File: src/rtl/key_encoder_if.sv
// Button and key-code bundle between the panel driver and key_encoder.
// The master drives the raw buttons; the slave returns key pulses and the hold flag.
interface key_encoder_if;
  logic       btn_down;
  logic       btn_left;
  logic       btn_up;
  logic       btn_right;
  logic       btn_select;
  logic [3:0] key_code;
  logic       key_held;

  modport master (
    output btn_down, btn_left, btn_up, btn_right, btn_select,
    input  key_code, key_held
  );

  modport slave (
    input  btn_down, btn_left, btn_up, btn_right, btn_select,
    output key_code, key_held
  );
endinterface

File: src/rtl/key_encoder.sv
// Synchronizes and debounces five push-buttons and turns accepted presses into
// one-cycle key codes, with auto-repeat for the four direction keys.
module key_encoder #(
  parameter int DEBOUNCE_CYCLES = 1_000_000,
  parameter int REPEAT_DELAY    = 25_000_000,
  parameter int REPEAT_PERIOD   = 5_000_000
) (
  input logic          clock,
  input logic          reset,
  key_encoder_if.slave keys
);

  localparam int CW   = $clog2(DEBOUNCE_CYCLES) + 1;
  localparam int TMAX = (REPEAT_DELAY > REPEAT_PERIOD) ? REPEAT_DELAY : REPEAT_PERIOD;
  localparam int TW   = $clog2(TMAX);
  localparam logic [2:0] SEL_IDX = 3'd4;

  typedef enum logic [1:0] {
    IDLE,
    PRESSED,
    REPEAT
  } state_t;

  logic [4:0]    rawBtn;
  logic [4:0]    sync1_q, sync2_q, db_q, dbPrev_q;
  logic [CW-1:0] dbCnt_q [5];
  logic [4:0]    press;

  state_t        state_q, state_d;
  logic [2:0]    lock_q, lock_d;
  logic [TW-1:0] timer_q, timer_d;
  logic [3:0]    keyCode_q, keyCode_d;
  logic [2:0]    pick;
  logic          lockedDb;
  logic [3:0]    lockCode;

  // Bit index i carries key code i+1, so the lowest set bit wins priority.
  assign rawBtn = {keys.btn_select, keys.btn_right, keys.btn_up, keys.btn_left, keys.btn_down};

  // A new level is accepted only after the counter has reached DEBOUNCE_CYCLES
  // and the synchronized sample still disagrees; any agreeing sample restarts it.
  always_ff @(posedge clock) begin
    if (reset) begin
      sync1_q  <= '0;
      sync2_q  <= '0;
      db_q     <= '0;
      dbPrev_q <= '0;
      for (int i = 0; i < 5; i++) dbCnt_q[i] <= '0;
    end else begin
      sync1_q  <= rawBtn;
      sync2_q  <= sync1_q;
      dbPrev_q <= db_q;
      for (int i = 0; i < 5; i++) begin
        if (sync2_q[i] == db_q[i]) begin
          dbCnt_q[i] <= '0;
        end else if (dbCnt_q[i] == CW'(DEBOUNCE_CYCLES)) begin
          db_q[i]    <= sync2_q[i];
          dbCnt_q[i] <= '0;
        end else begin
          dbCnt_q[i] <= dbCnt_q[i] + 1'b1;
        end
      end
    end
  end

  assign press    = db_q & ~dbPrev_q;
  assign lockedDb = db_q[lock_q];
  assign lockCode = {1'b0, lock_q} + 4'd1;

  always_comb begin
    pick = '0;
    for (int i = 4; i >= 0; i--) begin
      if (press[i]) pick = 3'(i);
    end
  end

  always_ff @(posedge clock) begin
    if (reset) begin
      state_q   <= IDLE;
      lock_q    <= '0;
      timer_q   <= '0;
      keyCode_q <= '0;
    end else begin
      state_q   <= state_d;
      lock_q    <= lock_d;
      timer_q   <= timer_d;
      keyCode_q <= keyCode_d;
    end
  end

  // Release is tested before the timer so a falling level never emits a pulse.
  always_comb begin
    state_d   = state_q;
    lock_d    = lock_q;
    timer_d   = timer_q;
    keyCode_d = '0;
    case (state_q)
      IDLE: begin
        if (|press) begin
          lock_d    = pick;
          keyCode_d = {1'b0, pick} + 4'd1;
          timer_d   = TW'(REPEAT_DELAY - 1);
          state_d   = PRESSED;
        end
      end
      PRESSED: begin
        if (!lockedDb) begin
          state_d = IDLE;
        end else if (lock_q != SEL_IDX) begin
          if (timer_q == '0) begin
            keyCode_d = lockCode;
            timer_d   = TW'(REPEAT_PERIOD - 1);
            state_d   = REPEAT;
          end else begin
            timer_d = timer_q - 1'b1;
          end
        end
      end
      REPEAT: begin
        if (!lockedDb) begin
          state_d = IDLE;
        end else if (timer_q == '0) begin
          keyCode_d = lockCode;
          timer_d   = TW'(REPEAT_PERIOD - 1);
        end else begin
          timer_d = timer_q - 1'b1;
        end
      end
      default: state_d = IDLE;
    endcase
  end

  assign keys.key_code = keyCode_q;
  assign keys.key_held = (state_q != IDLE);

endmodule

File: src/flat_wrapper.sv
// flat-port wrapper written by rule: the top's interface ports become plain ports
module key_encoder_flat 
#(
  parameter int DEBOUNCE_CYCLES = 1_000_000,
  parameter int REPEAT_DELAY    = 25_000_000,
  parameter int REPEAT_PERIOD   = 5_000_000
)
  (clock, reset, keys_btn_down, keys_btn_left, keys_btn_up, keys_btn_right, keys_btn_select, keys_key_code, keys_key_held);
  key_encoder_if keys_i ();
  input logic clock;
  input logic reset;
  input wire logic [$bits(keys_i.btn_down)-1:0] keys_btn_down;
  input wire logic [$bits(keys_i.btn_left)-1:0] keys_btn_left;
  input wire logic [$bits(keys_i.btn_up)-1:0] keys_btn_up;
  input wire logic [$bits(keys_i.btn_right)-1:0] keys_btn_right;
  input wire logic [$bits(keys_i.btn_select)-1:0] keys_btn_select;
  output wire logic [$bits(keys_i.key_code)-1:0] keys_key_code;
  output wire logic [$bits(keys_i.key_held)-1:0] keys_key_held;
  assign keys_i.btn_down = keys_btn_down;
  assign keys_i.btn_left = keys_btn_left;
  assign keys_i.btn_up = keys_btn_up;
  assign keys_i.btn_right = keys_btn_right;
  assign keys_i.btn_select = keys_btn_select;
  assign keys_key_code = keys_i.key_code;
  assign keys_key_held = keys_i.key_held;
  key_encoder #(.DEBOUNCE_CYCLES(DEBOUNCE_CYCLES), .REPEAT_DELAY(REPEAT_DELAY), .REPEAT_PERIOD(REPEAT_PERIOD)) u_core (.clock(clock), .reset(reset), .keys(keys_i));
endmodule
File: config.mk
export PLATFORM = sky130hd
export DESIGN_NAME = key_encoder_flat
export DESIGN_NICKNAME = d
export VERILOG_FILES = /design/src/rtl/key_encoder_if.sv /design/src/rtl/key_encoder.sv /design/src/flat_wrapper.sv
export SDC_FILE = /design/constraint.sdc
export NUM_CORES = 1
export LEC_CHECK = 0
export CAP_MARGIN = 20
export CORE_AREA = 2 2 171 173
export CTS_CLUSTER_DIAMETER = 60
export DETAILED_ROUTE_END_ITERATION = 8
export DIE_AREA = 0 0 173 175
export HOLD_SLACK_MARGIN = 0.08
export PLACE_DENSITY = 0.55
export SLEW_MARGIN = 20
export SYNTH_ARGS = -nofsm -noshare
export SYNTH_HDL_FRONTEND = slang
export SYNTH_SLANG_ARGS = --single-unit
export TNS_END_PERCENT = 5
File: constraint.sdc
create_clock -name clock -period 3.1 [get_ports clock]
set_input_delay 0.465 -clock clock [delete_from_list [all_inputs] [get_ports clock]]
set_output_delay 0.465 -clock clock [all_outputs]
set_load 0.05 [all_outputs]
* After elaboration in Yosys (flattened, before gate mapping)
Memory sizes are Yosys's and may differ from the RTL's. Cells that the tools add are included. Widths: inputs -> output; s select.
Cells by class: add/sub/neg operators 8, multipliers 0, divide/modulo/power cells 0, $lt $le $gt $ge 1, equality and inequality tests 20, shift operators 0, mux-type cells 97, bitwise operators 22, reductions and logical operators 13
Operator list (count):
- $mux 21 | 15
- $mux 25 | 5
- $add 21x1->21 const B | 5
- $eq 21x20->1 const B | 5
- $pmux 25 s3 | 1
- $mux 1 | 58
- $logic_not 25->1 | 1
- $sub 25x1->25 const B | 1
- $mux 4 | 5
- $mux 3 | 5
- $or 1x1->1 | 15
- $pmux 4 s3 | 1
- $reduce_and 2->1 | 6
- $mux 2 | 5
- $ne 3x3->1 const B | 3
- $add 3x1->4 const B | 2
- $ne 2x1->1 const B | 4
- $pmux 2 s3 | 1
- $and 5x5->5 | 1
- $eq 1x1->1 | 5
- $not 1->1 | 5
- $not 5->5 | 1
- $reduce_and 5->1 | 1
- $reduce_or 5->1 | 1
- other kinds (9) | 9
Storage, ports and cells: flip-flop bits (word level) 54, bits in latches 0, RAM bits 105, bits in read-only memories 0, input port bits 7, output and inout port bits 5, word-level logic and storage cells 174, memories kept 1
Memories:
- u_core.dbCnt_q | depth 5, width 21, rd ports 5, clocked after Yosys merged registers in 0, write ports 5, line key_encoder.sv:26 | logic [CW-1:0] dbCnt_q [5];

* Longest topological paths before layout
Gate-level depths: netlist of the first run.
depth after elaboration 10, gate-level depth with buffers 9, mapped depth without buffers 8

* Least setup slack after synthesis of the first run
Ideal clock, no wire load.
path type register to register, start point register u_core.state_q[0], end point register u_core.timer_q[7], library setup time 0.070 ns, arrival time 2.522 ns, required time 3.030 ns, setup slack 0.508 ns, cell stages (with the launch flop) 9, path through dfxtp_1 inv_1 ha_1 inv_1 nor2_1 a221o_1 a221o_1 or4_1 a21oi_1
Between the ends: cells in the longest elaborated chain, start to end 3, elaborated cells between the ends (all ways) 10, classes of those cells 6 x eq/ne; 1 x mux; 3 x reduce/logical
Ends and longest elaborated chain:
- start, declared | line key_encoder.sv:29 | state_t state_q, state_d;
- start signal, assigned | line key_encoder.sv:84 | state_q <= state_d;
- $eq 2x2->1 (tied with other cells) | line key_encoder.sv:97 | case (state_q)
- $ne 2x1->1 (no line) / $reduce_bool 3->1 (equally long branches)
- $reduce_and 5->1 (no line)
- end signal, assigned | line key_encoder.sv:86 | timer_q <= timer_d;
- end, declared | line key_encoder.sv:31 | logic [TW-1:0] timer_q, timer_d;
Several ways; a longest one is shown, not always the timed one. A chain may end at the register's enable or synchronous reset.

* Worst setup path after layout of the first run
start point register u_core.state_q[0], end point output keys_key_held
Between the ends: cells in the longest elaborated chain, start to end 1
Ends and longest elaborated chain:
- $reduce_bool 2->1 | line key_encoder.sv:134 | assign keys.key_held = (state_q != IDLE);
- end, declared | line flat_wrapper.sv:18 | output wire logic [$bits(keys_i.key_held)-1:0] keys_key_held;
Every way passes these cells.

==> results by group, run 1 <==
Timing
  – Actual slew at the worst max-slew pin: 0.763 ns
  – Final Hold Viols: 0
  – Worst Skew: 0.00809 ns
  – RSZ-0062 raised after global routing: no
  – Fmax: 0.385 GHz
  – Fin worst setup slack: 0.500 ns
  – Setup tns final: 0 ns
  – Final slew viol count: 0
  – Final Cycle Share: 83.9%
  – Final Setup Violations: 0
  – Relative slew slack: 48.7%
  – Fin crit period: 2.60 ns

Power and ir drop
  – Comb pwr share: 29.6%
  – Peak VDD IR: 0.320 mV
  – Leak: 3.50 nW
  – NetSw: 2.39 mW
  – Pwr/cell area: 687 nW/um2
  – Register share of total power: 38.7%
  – Sw Share: 35.1%
  – Clock Power Share: 31.7%
  – Internal: 4.41 mW

Clocking
  – Post-CTS Setup Bufs: 0
  – Post_cts resized: 0
  – CTS tree: built
  – Clock Latency Late Sink: 0.42 ns
  – H-tree levels: 4
  – CTS root buffer: clkbuf_16
  – Quantity of hold-fixing buffers added after cts: 0
  – Maximum root-to-sink buffer count: 2
  – CTS Sinks: 159
  – TritonCTS Buffers: 17
  – Reg clk slew, reported paths: 0.07 ns

Logic synthesis
  – Synth Area in Compound Gates: 7.40%
  – Synth Area per Inst: 10.0 um2
  – Top-count cell post-synth: nor2_1
  – Post-Synth Adder-Cell Area: 2.84%
  – Post-synth top cells: nor2_1, edfxtp_1, xor2_1
  – Xor/xnor share of the synthesized area: 10.0%
  – Largest cells by area after synthesis: edfxtp_1, dfxtp_1, nor2_1, xor2_1, xnor2_1
  – Register area share after synthesis: 50.6%
  – Largest family of logic cells by synthesized area: simple AND/OR/NAND/NOR gates
  – Synth top area share: 37.7%
  – Dominant synthesized flop cell: edfxtp_1
  – Number of enable flip-flop cells after synthesis: 105
  – Post-Syn Area: 8370 um2
  – Post-synthesis simple-gate area fraction: 25.2%
  – Synth unique cells: 63
  – Ys async rst share: 0%
  – Leading area contributor after synthesis: edfxtp_1
  – Mux contribution to synthesized area: 1.08%
  – Synth warnings: 0
  – Post-synthesis register bit count: 159
  – Cells after synthesis: 836

Detailed routing
  – Wirelength per Cell: 11.8 um
  – Detailed Route WL: 16000 um
  – Antenna Nets Post-Route: 0
  – Starting DRT DRC Count: 223
  – # DRC: 0
  – DR pass1 iterations: 4
  – Via count: 6030
  – Vias per cell: 4.45

Worst hold path
  – HP Class: in -> reg

Setup path
  – Crit path max fanout: 7
  – Nature of the critical path endpoint: output port
  – Worst path most repeated cell: inv_1
  – Crit Path Class: reg -> out
  – Crit path launch type: flop
  – Slowest stage delay, CP: 0.84 ns
  – Worst Path Required: 2.63 ns
  – CP cell instances: inv_1 -> ha_1 -> inv_1 -> clkdlybuf4s50_1
  – Worst EP arrival: 2.13 ns
  – Slowest cell on the critical path: clkdlybuf4s50_1

Layout
  – Diodes inserted: 0
  – P&R area growth vs syn: 18.3%
  – Fin nets: 983
  – Share of layout cells above drive strength 1: 6.91%
  – Layout Cells excl Fill: 1354

Floorplan
  – Core Area: 28400 um2
  – Initial Utilization: 29.5%
  – Die area: 30300 um2
  – Die Span X: 173 um
  – FP Rows: 62
  – I/O pins: 12
  – Die height: 175 um

Run status
  – Outcome: complete, no violations

GRT
  – Initial antenna violation count: 0
  – First-pass GRT wire length: 27900 um
  – Vias in the first global route: 5931
  – Largest net degree at the start of global routing: 25
  – GRT overflow: 0
  – Tot GR Track Use: 11.1%

Placement
  – GPL Wtd Cong: 0.779
  – Post-DP HPWL: 11300 um
  – Port-buffer cells: 11
  – Inst Count DP: 1322
  – Placement Setup Slack: 0.514 ns

Flow run
  – MaxCap Viol Count: 0
==> worst max-delay path: cells and delay by family, from the launching register on <==
kind / cells / cell delay (ns)
buffers and inverters: 3 / 1.04
flip-flops: 1 / 0.40
adder cells (fa/ha/maj): 1 / 0.28
==> power by group through the flow <==
stage	clock network (mW)	registers [mW]	logic [mW]
final	2.16	2.64	2.01
after global placement	0	2.67	2.00
after detailed placement	0	2.68	2.00
after CTS	2.23	2.63	2.01
after floorplan	0	2.62	1.55
after global routing	2.31	2.67	2.25
==> cell families (layout without fill, tap and decap cells) <==
| group | count (synthesis) | after routing |
|---|---|---|
| AO/OA/AOI/OAI | 94 | 94 |
| XOR/XNOR | 96 | 96 |
| adder cells (fa/ha/maj) | 19 | 19 |
| buffers and inverters | 53 | 83 |
| flip-flops | 159 | 159 |
| multiplexers | 9 | 9 |
| other | 2 | 106 |
| AND/OR/NAND/NOR | 404 | 404 |
==> cell type report <==
type                       instances  area (um2)
timing repair buffer              21         180
clock inverter                    15         174
tap                              384         480
multi-input combinational        728        4300
fill                            2931       18500
sequential                       159        4230
clock buffer                      17         425
inverter                          30         113
==> registers in the layout, summed over array words and instances, names as in the netlist <==
register / count
u_core.dbCnt_q: 105
u_core.lock_q: 3
u_core.keys.key_code: 4
u_core.timer_q: 25
u_core.sync2_q: 5
u_core.sync1_q: 5
u_core.db_q: 5
u_core.dbPrev_q: 5
u_core.state_q: 2
==> placed cells by master, fill, tap and decap left out, types with 16 or more instances in the layout <==
cell type	n
nand2_1	56
nor3_1	22
nor2b_1	16
xor2_1	59
clkbuf_16	17
nand3_1	40
ha_1	19
dfxtp_1	54
inv_1	30
xnor2_1	37
conb_1	106
nand4_1	27
edfxtp_1	105
o21ai_0	23
a21oi_1	33
nor2_1	143
==> worst paths after layout <==
path,from,to,slack (ns),cells after the start
hold reg to reg,u_core.sync1_q[2]$_SDFF_PP0_,u_core.sync2_q[2]$_SDFF_PP0_,0.44,1
hold / removal,reset,u_core.sync1_q[3]$_SDFF_PP0_,0.39,2
setup / recovery,u_core.state_q[0]$_SDFFE_PP0P_,keys_key_held,0.50,4
setup reg to reg,u_core.state_q[0]$_SDFFE_PP0P_,u_core.timer_q[7]$_SDFFE_PP0P_,0.51,8
==> stage by stage <==
step / cell area (um2) / total power [mW] / util, % / hold slack [ns]
after floorplan: 8760 / 4.18 / - / 0.414
after detailed placement: 9300 / 4.68 / 32.8 / 0.430
after CTS: 9900 / 6.87 / 34.9 / 0.390
after global placement: 9300 / 4.67 / 32.8 / 0.425
final: 9900 / 6.80 / 34.9 / 0.392
after global routing: 9900 / 7.22 / 34.9 / 0.399
==> metal layers <==
layer	vias up	routed length, um	global-route usage (%)
li1	3139	-	-
met1	2844	7850	14.3
met2	41	7690	18.7
met3	6	328	2.42
met4	0	102	3.18
met5	-	0	0
No activity file was read; power rests on OpenSTA's default activity.
==> run 2: changes to the inputs <==
==> constraint.sdc (replaced) <==
create_clock -name clock -period 2.65 [get_ports clock]
set_input_delay 0.3975 -clock clock [delete_from_list [all_inputs] [get_ports clock]]
set_output_delay 0.3975 -clock clock [all_outputs]
set_load 0.05 [all_outputs]
==> run 2 against run 1 <==
  * Power up 16%
  * Final cell count up 0.66%
  * Critical path depth up 3
  * Final area up 0.48%
  * Register-to-register slack worse by 0.32 ns
  * First-iteration DRC count up 44%
  * Critical endpoint is now u_core.timer_q[7]$_SDFFE_PP0P_
  * Largest cell class unchanged
==> results by group, run 2 (same netlist as run 1, synthesis figures left out) <==
Layout
  – Commonest cells after routing, fill and taps aside: nor2_1, conb_1, edfxtp_1 (unchanged)
  – Number of fill cells in the layout: 2957 (was 2931)
  – Share of layout cells above drive strength 1: 7.46% (was 6.91%)
  – Layout Cells excl Fill: 1363 (was 1354)
  – Sequential standard cell area: 4230 um2 (unchanged)
  – Diodes inserted: 0 (unchanged)
  – Largest regs: u_core.dbCnt_q x105, u_core.timer_q x25 (unchanged)
  – Multi-input gate area: 4310 um2 (was 4300 um2)
  – Biggest register: u_core.dbCnt_q (unchanged)
  – Max reg flops: 105 (unchanged)
  – P&R area growth vs syn: 18.9% (was 18.3%)
  – Fin nets: 992 (was 983)
  – Commonest non-fill, non-tap cell in the layout: nor2_1 (unchanged)

Flow run
  – MaxCap Viol Count: 0 (unchanged)

Clocking
  – Post-CTS Setup Bufs: 0 (unchanged)
  – Maximum root-to-sink buffer count: 2 (unchanged)
  – CTS Sinks: 159 (unchanged)
  – Reg clk slew, reported paths: 0.06 ns (was 0.07 ns)
  – CTS tree: built (unchanged)
  – H-tree levels: 4 (unchanged)
  – TritonCTS Buffers: 17 (unchanged)
  – Clock Latency Late Sink: 0.43 ns (was 0.42 ns)
  – CTS root buffer: clkbuf_16 (unchanged)

Detailed routing
  – Starting DRT DRC Count: 321 (was 223)
  – Vias per cell: 4.51 (was 4.45)
  – Antenna Nets Post-Route: 0 (unchanged)
  – Wirelength per Cell: 11.7 um (was 11.8 um)
  – Via count: 6144 (was 6030)
  – Detailed Route WL: 15900 um (was 16000 um)
  – DR pass1 iterations: 4 (unchanged)
  – # DRC: 0 (unchanged)

GRT
  – Vias in the first global route: 5970 (was 5931)
  – GRT overflow: 0 (unchanged)
  – Initial antenna violation count: 0 (unchanged)
  – Tot GR Track Use: 11.0% (was 11.1%)
  – First-pass GRT wire length: 27800 um (was 27900 um)
  – Largest net degree at the start of global routing: 26 (was 25)

Setup path
  – Slowest cell on the critical path: or4_1 (was clkdlybuf4s50_1)
  – Worst path most repeated cell: a221o_1 (was inv_1)
  – Crit path max fanout: 8 (was 7)
  – Slowest stage delay, CP: 0.54 ns (was 0.84 ns)
  – Worst Path Required: 3.00 ns (was 2.63 ns)
  – Crit path launch type: flop (unchanged)
  – CP cell instances: inv_1 -> ha_1 -> o31a_1 -> a221o_1 -> a221o_1 -> or4_1 -> a21oi_1 (was inv_1 -> ha_1 -> inv_1 -> clkdlybuf4s50_1)
  – Worst EP arrival: 2.81 ns (was 2.13 ns)
  – Nature of the critical path endpoint: flop (was output port)
  – Crit Path Class: reg -> reg (was reg -> out)
  – Reg2Reg Depth: 7 (was 8)

Power and ir drop
  – Leak: 3.52 nW (was 3.50 nW)
  – Pwr/cell area: 792 nW/um2 (was 687 nW/um2)
  – Peak VDD IR: 0.412 mV (was 0.320 mV)

Timing
  – Final Cycle Share: 92.9%
  – RSZ-0062 raised after global routing: no (unchanged)
  – Final slew viol count: 0 (unchanged)
  – Worst hold margin: 0.392 ns (about the same)
  – Fin crit period: 2.46 ns
  – Worst Skew: 0.0105 ns (was 0.00809 ns)
  – Final Hold Viols: 0 (unchanged)
  – Actual slew at the worst max-slew pin: 0.669 ns (was 0.763 ns)
  – Fmax: 0.406 GHz
  – Relative slew slack: 55.0% (was 48.7%)
  – Setup tns final: 0 ns (unchanged)
  – Final Setup Violations: 0 (unchanged)

Floorplan
  – Core Area: 28400 um2 (unchanged)
  – I/O pins: 12 (unchanged)
  – Die area: 30300 um2 (unchanged)
  – Die Span X: 173 um (unchanged)
  – Initial Utilization: 29.5% (unchanged)
  – Die height: 175 um (unchanged)
  – FP Rows: 62 (unchanged)

Placement
  – GPL Wtd Cong: 0.804 (was 0.779)
  – Inst Count DP: 1331 (was 1322)
  – Post-DP HPWL: 11200 um (was 11300 um)
  – Port-buffer cells: 11 (unchanged)

Run status
  – Outcome: complete, no violations (unchanged)

Worst hold path
  – HP Class: in -> reg (unchanged)
  – Worst Hold Depth: 2 (unchanged)
## run 2: layer usage
metal	vias up	global-route usage, %	share of wire (%)
met2	80	18.4	48
met5	-	0	0
met3	20	2.13	3.0
met4	0	4.80	1.8
li1	3160	-	-
met1	2884	13.9	48
## run 2: final timing paths
| kind | start | endpoint | slack (ns) |
|---|---|---|---|
| setup / recovery | u_core.state_q[1]$_SDFFE_PP0P_ | u_core.timer_q[7]$_SDFFE_PP0P_ | 0.19 |
| hold reg to reg | u_core.sync1_q[3]$_SDFF_PP0_ | u_core.sync2_q[3]$_SDFF_PP0_ | 0.43 |
| hold / removal | reset | u_core.db_q[0]$_SDFFE_PP0N_ | 0.39 |
| setup reg to reg | u_core.state_q[1]$_SDFFE_PP0P_ | u_core.timer_q[7]$_SDFFE_PP0P_ | 0.19 |
## run 2: through the flow
step | total power [mW] | setup WS, ns | utilization [%] | area, um2
after floorplan | 4.89 | 0.0584 | - | 8760
after global placement | 5.48 | 0.213 | 33.0 | 9370
after detailed placement | 5.48 | 0.151 | 33.0 | 9370
after CTS | 7.93 | 0.148 | 35.0 | 9940
after global routing | 8.39 | 0.0138 | 35.0 | 9950
final | 7.88 | 0.187 | 35.0 | 9950
## run 2: area by class of cell
cell class	instances	area share (%)
Timing Repair Buffer	30	2.49
Multi-Input combinational cell	728	43.3
Sequential cell	159	42.5
Tap cell	384	4.83
Clock buffer	17	4.28
Clock inverter	15	1.43
Inverter	30	1.13
## run 2: power by group
part	total, mW	internal [mW]	switching, mW	leakage (nW)
combinational	2.41	0.929	1.48	1.72
clock	2.39	1.38	1.01	0.270
sequential	3.08	2.84	0.240	1.52
## run 2: worst max-delay path: cells and delay by family (launching register included)
kind	cells	cell delay [ns]
AOI/OAI and AO/OA	4	1.08
buffers and inverters	1	0.09
adders and majority gates	1	0.28
DFF	1	0.40
and+or+nand+nor	1	0.54
## run 2: repair_timing
| action | 4_1_cts | 5_1_grt |
|---|---|---|
| endpoints found under the setup margin | 0 | 2 |
| hold buffers | 0 | 0 |
| gates resized for setup | 0 | 2 |
==> run 3: changes to the inputs <==
--- a/config.mk
+++ b/config.mk
@@ -11,7 +11,7 @@
 export DETAILED_ROUTE_END_ITERATION = 8
 export DIE_AREA = 0 0 173 175
 export HOLD_SLACK_MARGIN = 0.08
-export PLACE_DENSITY = 0.55
+export SKIP_LAST_GASP = 1
 export SLEW_MARGIN = 20
 export SYNTH_ARGS = -nofsm -noshare
 export SYNTH_HDL_FRONTEND = slang
==> run 3 against run 2 <==
  * Highest routed layer unchanged
  * First-iteration DRC count grew 18%
  * Worst setup slack worse by 0.013 ns
  * Final cell count barely moved
  * Power up 0.60%
  * Sequential share of layout area hardly changed
  * Non-clock buffer count is 1 lower
  * Largest power group unchanged
  * Hold slack improved by 0.0030 ns
  * Via count shrank 0.21%
  * Register-to-register slack gained 0.06 ns
==> results by group, run 3 (same netlist as run 1, synthesis figures left out) <==
Layout
  – Fin nets: 991 (was 992)
  – Commonest cells after routing, fill and taps aside: nor2_1, conb_1, edfxtp_1 (unchanged)
  – Largest regs: u_core.dbCnt_q x105, u_core.timer_q x25 (unchanged)
  – Finished Cell Area: 9960 um2 (was 9950 um2)
  – Number of fill cells in the layout: 2924 (was 2957)
  – Share of layout cells above drive strength 1: 7.57% (was 7.46%)
  – Max reg flops: 105 (unchanged)
  – P&R area growth vs syn: 19.0% (was 18.9%)
  – Biggest register: u_core.dbCnt_q (unchanged)
  – Commonest non-fill, non-tap cell in the layout: nor2_1 (unchanged)
  – Diodes inserted: 0 (unchanged)

Clocking
  – Quantity of hold-fixing buffers added after cts: 0 (unchanged)
  – CTS root buffer: clkbuf_16 (unchanged)
  – TritonCTS Buffers: 17 (unchanged)
  – H-tree levels: 4 (unchanged)
  – Clock Latency Late Sink: 0.42 ns (was 0.43 ns)
  – CTS Sinks: 159 (unchanged)
  – Reg clk slew, reported paths: 0.06 ns (about the same)
  – Maximum root-to-sink buffer count: 2 (unchanged)
  – Post_cts resized: 0 (unchanged)
  – CTS tree: built (unchanged)
  – Post-CTS Setup Bufs: 0 (unchanged)

Placement
  – Port-buffer cells: 11 (unchanged)
  – GPL Wtd Cong: 0.790 (was 0.804)
  – Post-DP HPWL: 11000 um (was 11200 um)
  – Placement Setup Slack: 0.254 ns (was 0.151 ns)
  – DP Area: 9380 um2 (was 9370 um2)

Timing
  – RSZ-0062 raised after global routing: no (unchanged)
  – Fin crit period: 2.48 ns (was 2.46 ns)
  – Final Setup Violations: 0 (unchanged)
  – Final Hold Viols: 0 (unchanged)
  – Final Cycle Share: 93.4% (was 92.9%)
  – Actual slew at the worst max-slew pin: 0.704 ns (was 0.669 ns)
  – Final slew viol count: 0 (unchanged)
  – Fmax: 0.404 GHz (was 0.406 GHz)
  – Worst Skew: 0.0124 ns (was 0.0105 ns)
  – Setup tns final: 0 ns (unchanged)
  – Fin worst setup slack: 0.175 ns (was 0.187 ns)
  – Relative slew slack: 52.7% (was 55.0%)

Floorplan
  – Core Area: 28400 um2 (unchanged)
  – I/O pins: 12 (unchanged)
  – Initial Utilization: 29.5% (unchanged)
  – Die height: 175 um (unchanged)
  – FP Rows: 62 (unchanged)
  – Die Span X: 173 um (unchanged)
  – Die area: 30300 um2 (unchanged)

Setup path
  – Crit path launch type: flop (unchanged)
  – Worst EP arrival: 2.08 ns (was 2.81 ns)
  – Crit path max fanout: 5 (was 8)
  – Nature of the critical path endpoint: output port (was flop)
  – Worst Path Required: 2.25 ns (was 3.00 ns)
  – Crit Path Class: reg -> out (was reg -> reg)

Power and ir drop
  – Pwr/cell area: 796 nW/um2 (was 792 nW/um2)
  – Leak: 3.52 nW (about the same)
  – Tot Pwr: 7.93 mW (was 7.88 mW)
  – Peak VDD IR: 0.422 mV (was 0.412 mV)

Detailed routing
  – DR pass1 iterations: 5 (was 4)
  – Vias per cell: 4.50 (was 4.51)
  – Antenna Nets Post-Route: 0 (unchanged)
  – # DRC: 0 (unchanged)
  – Met3 WL: 294 um (was 476 um)
  – Routed met2 length: 7490 um (was 7580 um)
  – Top Metal Used: met4 (unchanged)
  – Wirelength per Cell: 11.4 um (was 11.7 um)
  – Starting DRT DRC Count: 380 (was 321)
  – Via count: 6131 (was 6144)
  – Detailed Route WL: 15500 um (was 15900 um)
  – Routed metal-1 wirelength: 7650 um (was 7560 um)

Run status
  – Outcome: complete, no violations (unchanged)

GRT
  – First-pass GRT wire length: 27600 um (was 27800 um)
  – Vias in the first global route: 5937 (was 5970)
  – GRT overflow: 0 (unchanged)
  – Tot GR Track Use: 10.9% (was 11.0%)
  – Initial antenna violation count: 0 (unchanged)
  – Largest net degree at the start of global routing: 25 (was 26)

Flow run
  – MaxCap Viol Count: 0 (unchanged)

Worst hold path
  – HP Class: in -> reg (unchanged)
-- run 3: cell types whose count changed in the layout (fill, tap and decap cells not counted) --
cell,delta
buf_12,+1
inv_8,+1
clkinv_1,-4
a31oi_2,-1
clkinv_4,+2
a31oi_1,+1
nor2_2,+1
clkbuf_1,+1
buf_4,-2
nor2_4,-1
-- run 3: path summary, 6_finish.rpt --
| kind | start | cells after the start | end | slack (ns) |
|---|---|---|---|---|
| setup reg to reg | u_core.state_q[0]$_SDFFE_PP0P_ | 9 | u_core.timer_q[21]$_SDFFE_PP0P_ | 0.25 |
| setup / recovery | u_core.state_q[0]$_SDFFE_PP0P_ | 4 | keys_key_held | 0.17 |
| hold reg to reg | u_core.sync1_q[4]$_SDFF_PP0_ | 1 | u_core.sync2_q[4]$_SDFF_PP0_ | 0.43 |
| hold / removal | reset | 2 | u_core.db_q[2]$_SDFFE_PP0N_ | 0.40 |
-- run 3: report_power, final --
part | switching [mW] | internal (mW)
Combinational | 1.46 | 0.959
Clock | 1.03 | 1.40
Sequential | 0.237 | 2.84
Total | 2.72 | 5.20
-- run 3: stage by stage --
stage                     util, %  instances  hold slack [ns]
final                        35.1       1362            0.395
after global routing         35.1       1362            0.414
after detailed placement     33.0       1330            0.422
after global placement       33.0       1330            0.419
after floorplan                 -        940            0.414
after CTS                    35.1       1362            0.397
-- run 3: worst max-delay path, stage by stage (launching register included) --
cell	delay [ns]
dfxtp_1	0.41
inv_1	0.10
ha_1	0.22
inv_1	0.09
clkdlybuf4s50_1	0.85
-- run 3: metal layers --
| metal | track usage [%] | up-vias |
|---|---|---|
| met5 | 0 | - |
| met4 | 3.25 | 0 |
| met3 | 2.09 | 9 |
| met2 | 18.5 | 53 |
| met1 | 14.0 | 2919 |
| li1 | - | 3150 |
-- run 3: layout make-up --
class / instances / area, um2 / area share, %
Tap cell: 384 / 480 / 4.82
Clock inverter: 14 / 156 / 1.57
Multi-Input combinational cell: 728 / 4300 / 43.1
Sequential cell: 159 / 4230 / 42.5
Clock buffer: 18 / 429 / 4.31
Timing Repair Buffer: 29 / 253 / 2.54
Inverter: 30 / 113 / 1.13
